===== config.mk =====
export PLATFORM = sky130hd
export DESIGN_NAME = mem_access_unit
export DESIGN_NICKNAME = d
export VERILOG_FILES = /design/src/rtl/mem_access_unit.sv
export SDC_FILE = /design/constraint.sdc
export NUM_CORES = 1
export LEC_CHECK = 0
export ABC_AREA = 0
export BUFFER_PORTS_ARGS = -buffer_cell sky130_fd_sc_hd__buf_2
export CORE_ASPECT_RATIO = 0.7
export CORE_MARGIN = 10
export CORE_UTILIZATION = 40
export DETAILED_ROUTE_END_ITERATION = 8
export GPL_ROUTABILITY_DRIVEN = 1
export PLACE_DENSITY = 0.77
export SYNTH_ARGS = -nofsm -noshare
export SYNTH_HDL_FRONTEND = slang
export SYNTH_SLANG_ARGS = --single-unit

===== constraint.sdc =====
create_clock -name clk_i -period 4.2 [get_ports clk_i]
set_clock_uncertainty 0.15 [all_clocks]
set_input_delay 0.84 -clock clk_i [delete_from_list [all_inputs] [get_ports clk_i]]
set_output_delay 0.84 -clock clk_i [all_outputs]
set_load 0.02 [all_outputs]

===== src/rtl/mem_access_unit.sv =====
// Load/store unit between the pipeline and a single-ported word memory.
// Byte/half loads are extracted and extended; byte/half stores use read-modify-write.
`timescale 1ns/1ps
module mem_access_unit #(
    parameter int TIMEOUT_CYCLES = 64
) (
    input  logic        clk_i,
    input  logic        rst_i,
    input  logic        MemRead_i,
    input  logic        MemWrite_i,
    input  logic [31:0] addr_i,
    input  logic [1:0]  size_i,
    input  logic        unsigned_i,
    input  logic [31:0] write_data_i,
    output logic [31:0] read_data_o,
    output logic        stall_o,
    output logic        err_o,
    output logic        mem_enable_o,
    output logic        mem_write_o,
    output logic [31:0] mem_addr_o,
    output logic [31:0] mem_data_o,
    input  logic [31:0] mem_data_i,
    input  logic        mem_ack_i
);

    localparam int CNT_W = (TIMEOUT_CYCLES > 1) ? $clog2(TIMEOUT_CYCLES) : 1;
    localparam logic [CNT_W-1:0] CNT_LAST = CNT_W'(TIMEOUT_CYCLES - 1);

    typedef enum logic [1:0] {IDLE, RD, WR, DONE} state_t;

    state_t           state;
    state_t           next_state;
    logic             next_err;
    logic             err_q;
    logic [CNT_W-1:0] wait_cnt;
    logic [31:0]      req_addr;
    logic [1:0]       req_size;
    logic             req_unsigned;
    logic             req_write;
    logic [31:0]      mem_data_q;
    logic             req_any;
    logic             req_illegal;
    logic             accept;
    logic             timeout;

    function automatic logic [31:0] load_extend(input logic [31:0] word, input logic [1:0] off,
                                                input logic [1:0] size, input logic uns);
        logic [7:0]  b;
        logic [15:0] h;
        logic [31:0] r;
        case (off)
            2'd0:    b = word[7:0];
            2'd1:    b = word[15:8];
            2'd2:    b = word[23:16];
            default: b = word[31:24];
        endcase
        h = off[1] ? word[31:16] : word[15:0];
        case (size)
            2'b00:   r = uns ? {24'd0, b} : {{24{b[7]}}, b};
            2'b01:   r = uns ? {16'd0, h} : {{16{h[15]}}, h};
            default: r = word;
        endcase
        return r;
    endfunction

    function automatic logic [31:0] store_merge(input logic [31:0] word, input logic [31:0] wd,
                                                input logic [1:0] off, input logic [1:0] size);
        logic [31:0] r;
        r = word;
        if (size == 2'b00) begin
            case (off)
                2'd0:    r[7:0]   = wd[7:0];
                2'd1:    r[15:8]  = wd[7:0];
                2'd2:    r[23:16] = wd[7:0];
                default: r[31:24] = wd[7:0];
            endcase
        end else if (size == 2'b01) begin
            if (off[1]) r[31:16] = wd[15:0];
            else        r[15:0]  = wd[15:0];
        end else begin
            r = wd;
        end
        return r;
    endfunction

    assign req_any     = MemRead_i | MemWrite_i;
    assign req_illegal = (MemRead_i & MemWrite_i) || (size_i == 2'b11) ||
                         ((size_i == 2'b01) && addr_i[0]) ||
                         ((size_i == 2'b10) && (addr_i[1:0] != 2'b00));
    assign accept      = (state == IDLE) && req_any && !req_illegal;
    assign timeout     = (wait_cnt == CNT_LAST) && !mem_ack_i;

    always_ff @(posedge clk_i) begin
        if (!rst_i) begin
            state <= IDLE;
            err_q <= 1'b0;
        end else begin
            state <= next_state;
            err_q <= next_err;
        end
    end

    always_comb begin
        next_state = state;
        next_err   = 1'b0;
        case (state)
            IDLE: begin
                if (req_any) begin
                    if (req_illegal) begin
                        next_state = DONE;
                        next_err   = 1'b1;
                    end else if (MemWrite_i && (size_i == 2'b10)) begin
                        next_state = WR;
                    end else begin
                        next_state = RD;
                    end
                end
            end
            RD: begin
                if (mem_ack_i) begin
                    next_state = req_write ? WR : DONE;
                end else if (timeout) begin
                    next_state = DONE;
                    next_err   = 1'b1;
                end
            end
            WR: begin
                if (mem_ack_i) begin
                    next_state = DONE;
                end else if (timeout) begin
                    next_state = DONE;
                    next_err   = 1'b1;
                end
            end
            default: next_state = IDLE;
        endcase
    end

    always_comb begin
        mem_enable_o = (state == RD) || (state == WR);
        mem_write_o  = (state == WR);
        stall_o      = ((state == IDLE) && req_any) || (state == RD) || (state == WR);
        err_o        = err_q;
        mem_addr_o   = {req_addr[31:2], 2'b00};
        mem_data_o   = mem_data_q;
    end

    // Wait counter restarts on every state change, so RD->WR of a read-modify-write gets a fresh budget.
    always_ff @(posedge clk_i) begin
        if (!rst_i) begin
            wait_cnt <= '0;
        end else if (state != next_state) begin
            wait_cnt <= '0;
        end else if (((state == RD) || (state == WR)) && !mem_ack_i) begin
            wait_cnt <= wait_cnt + 1'b1;
        end
    end

    always_ff @(posedge clk_i) begin
        if (accept) begin
            req_addr     <= addr_i;
            req_size     <= size_i;
            req_unsigned <= unsigned_i;
            req_write    <= MemWrite_i;
            mem_data_q   <= write_data_i;
        end else if ((state == RD) && mem_ack_i && req_write) begin
            mem_data_q <= store_merge(mem_data_i, mem_data_q, req_addr[1:0], req_size);
        end
    end

    always_ff @(posedge clk_i) begin
        if (!rst_i) begin
            read_data_o <= '0;
        end else if ((state == RD) && mem_ack_i && !req_write) begin
            read_data_o <= load_extend(mem_data_i, req_addr[1:0], req_size, req_unsigned);
        end
    end

endmodule


==> summary by stage <==
Outcome
The flow ran to the end, and the final reports show no timing, DRC or antenna violations.

Critical path
The worst setup path is launched from a flop. In this run the worst path has a maximum fanout of 16. The most critical setup path has its startpoint at req_size[0].

The critical path start-end classification is flop to flop. For the worst setup path, the data arrival time is 2980 ps. The nature of the critical path endpoint is a flop. The worst register-to-register path begins at req_size[0].

The required arrival time at the worst endpoint is 4120 ps.

Timing
Timing would allow up to 327.3 MHz. The setup slack of the critical path after layout is 1144 ps. At the pin with the least slew margin, the transition time is 1111 ps. The final critical path time including I/O delays and setup is 3056 ps.

The count of final max-slew check failures is 0. Setup repair after global routing left no endpoint under its margin. The post-route clock period utilization is 0.7275. The final-report hold violation count is 0.

Headroom to the max-slew limit came out at 0.2512. The setup-violating endpoint count in the final report is 0. Summed over all failing endpoints, the final setup total negative slack is 0 ps.

Synth
The post-synthesis average cell area is 10.58 sq um. The commonest register cell after synthesis is edfxtp_1. In the synthesized netlist the async set-or-reset flop fraction comes to 0. The count of distinct cell types in the synthesized netlist is 54. Synthesis produced a netlist whose cell count is 499.

The total standard cell area after synthesis is 5278 sq um. The area share of the leading cell type in the synthesized netlist is 0.3869. Sorting the synthesized cells by area gives the leading types as edfxtp_1 39%, dfxtp_1 16%, a21oi_1 4.8%. The Yosys step of the flow raised 0 warnings.

edfxtp_1 takes more of the synthesized area than any other cell. In the synthesized netlist, the cells that appear most often are 68 x edfxtp_1, 51 x a21oi_1, 51 x nand2_1. Yosys instantiated no cell more often than edfxtp_1. The total of flip-flops plus latches after synthesis is 109. Of the synthesized area, sequential elements account for 0.5424.

The number of enable-type register cells in the synthesized netlist is 68.

Final layout
The share of post-route cells with drive strength above 1 is 0.3725. The finished cells cover 6502 sq um. After the last flow step, the layout net total stands at 768. Relative to the synthesized area, the layout overhead comes to 23.21%. The non-filler instance count after layout is 832. The filler cell count is 1,224.

Placement
The worst-case setup slack after placement is 1003 ps. After legalization and detailed placement, the total HPWL measured 13.84 mm. The count of input and output buffers is 201. The congestion estimate from routability-driven global placement came to 0.8777. The cell count after placement is 813.

In this run the cell area measured after placement is 6172 sq um.

Die
The floorplan step set the die width to 157.3 um. The die height is 116.1 um. For this configuration, the core starts out at a cell density of 0.4044.

The die covers 18,260 sq um. The core footprint is 13,050 sq um. The top-level I/O count is 204. The cell row count is 35.

CTS
Counting every sink on the clock net gives 109. In this run, post-CTS repair resized a total of 0 instances. For the worst-skew pair, the clock arrives at the later sink with an insertion delay of 350 ps. The post-CTS clock slew at the launch and capture registers of the worst setup and hold paths is 70 ps. The root cell of the clock tree is clkbuf_16.

The number of buffers added by the clock tree synthesis step is 9. Post-CTS timing repair inserted 0 buffers for setup. The H-tree depth reported by CTS is 3.

No sink is reached through more buffers than the 2 on the longest clock path. TritonCTS built the clock tree. In this run, post-CTS hold repair placed 0 buffers.

Detailed routing
The first TritonRoute pass finished after 6 iterations. After detailed routing, the number of remaining DRC violations is 0. The first-iteration detailed-routing DRC count is 292. The number of vias per cell after detailed routing is 5.397.

In the final routed layout, each cell accounts on average for 20.85 um. The detailed-route wire length is 17.34 mm. Once detail routing completed, the nets flagged for antenna violations numbered 0.

Detailed routing inserted a total of 4,490 vias.

Hold path
The launch instance of the worst min-delay path is read_data_o[5]. The class of the tightest hold or removal check is flop to flop.

Global routing
The remaining global-route overflow is 0. The via count of the first global-routing pass was 4,703. The first-pass GRT wire length is 26.15 mm.

The overall global routing resource usage is 0.1845. Entering global routing, the biggest net connects 51 pins. The number of antenna violations at the first check in global routing came to 4.

Pwr
The power density of the placed cells is 528.8 nW/um^2. The leakage power total is 2.793 nW. The worst-case IR drop observed on VDD is 212.5 uV.

Run
The number of violations of the max-capacitance limit is 0.
layer usage:
metal	wire (um)	global-route usage
met1	6929	0.2202
met5	13	0
met4	221	0.04720
met3	2301	0.09161
met2	7878	0.2919
logic make-up after synthesis:
kind of cell,share of synthesized area
AO/OA/AOI/OAI,0.1875
XOR/XNOR,0.009957
adder cells (fa/ha/maj),0.01422
buffers and inverters,0.07610
flip-flops,0.5424
multiplexers,0.06875
other,0.0007106
AND/OR/NAND/NOR,0.1003
layout make-up:
type	count	area, sq um	share of cell area
antenna	3	7.507	0.001155
clock buffer	10	229.0	0.03521
clock inverter	6	93.84	0.01443
inverter	11	41.29	0.006350
multi-input combinational	321	2017	0.3102
sequential	109	2863	0.4403
tap	166	207.7	0.03194
timing repair buffer	206	1044	0.1605
path summary, 6_finish.rpt:
kind	slack, ps	cells past startpoint	endpoint
max	1140	5	mem_data_o[15]
min	320	2	read_data_o[5]
max reg2reg	1140	5	mem_data_o[15]
min reg2reg	320	2	read_data_o[5]
flip-flops by register name (all words and copies together), names as in the netlist:
name / cells
req_unsigned: 1
req_write: 1
read_data_o: 32
req_size: 2
mem_data_o: 32
err_o: 1
state: 2
req_addr: 32
wait_cnt: 6
power by group:
part	leakage, nW	total [mW]	switching (mW)	internal, mW
sequential	0.957	1.45	0.104	1.34
clock	0.154	0.929	0.400	0.529
combinational	1.68	1.06	0.699	0.362
worst max-delay path, stage by stage, from the launching register on:
cell,delay (ps)
edfxtp_1,670
nor2_1,650
nand2_1,420
nor2_2,540
mux2i_1,260
a21oi_1,80
metrics by stage:
stage | hold slack, ps | util | power (mW)
floorplan | 329.2 | - | 2.204
global placement | 292.0 | 0.4730 | 2.500
detailed placement | 300.8 | 0.4730 | 2.534
CTS | 314.3 | 0.4977 | 3.456
global route | 338.9 | 0.4979 | 3.617
finish | 318.1 | 0.4983 | 3.438
cell usage in the layout (no fill, tap or decap), drive strengths merged, types with 2 or more instances in the layout:
cell type,instances
buf,206
edfxtp,68
a21oi,61
nand2,51
nor2,46
dfxtp,41
o21ai,34
mux2i,25
inv,11
clkbuf,10
o22ai,9
mux2,8
a22oi,8
a22o,7
nor3,6
ha,6
xor2,5
o211ai,5
nor2b,4
a31oi,4
a2bb2oi,4
a2111oi,4
diode,3
a21o,3
nand2b,3
o221ai,3
clkinv,3
o211a,2
and3b,2
a211o,2
nand4,2
conb,2
bufinv,2
Power figures use the tool's default switching activity.
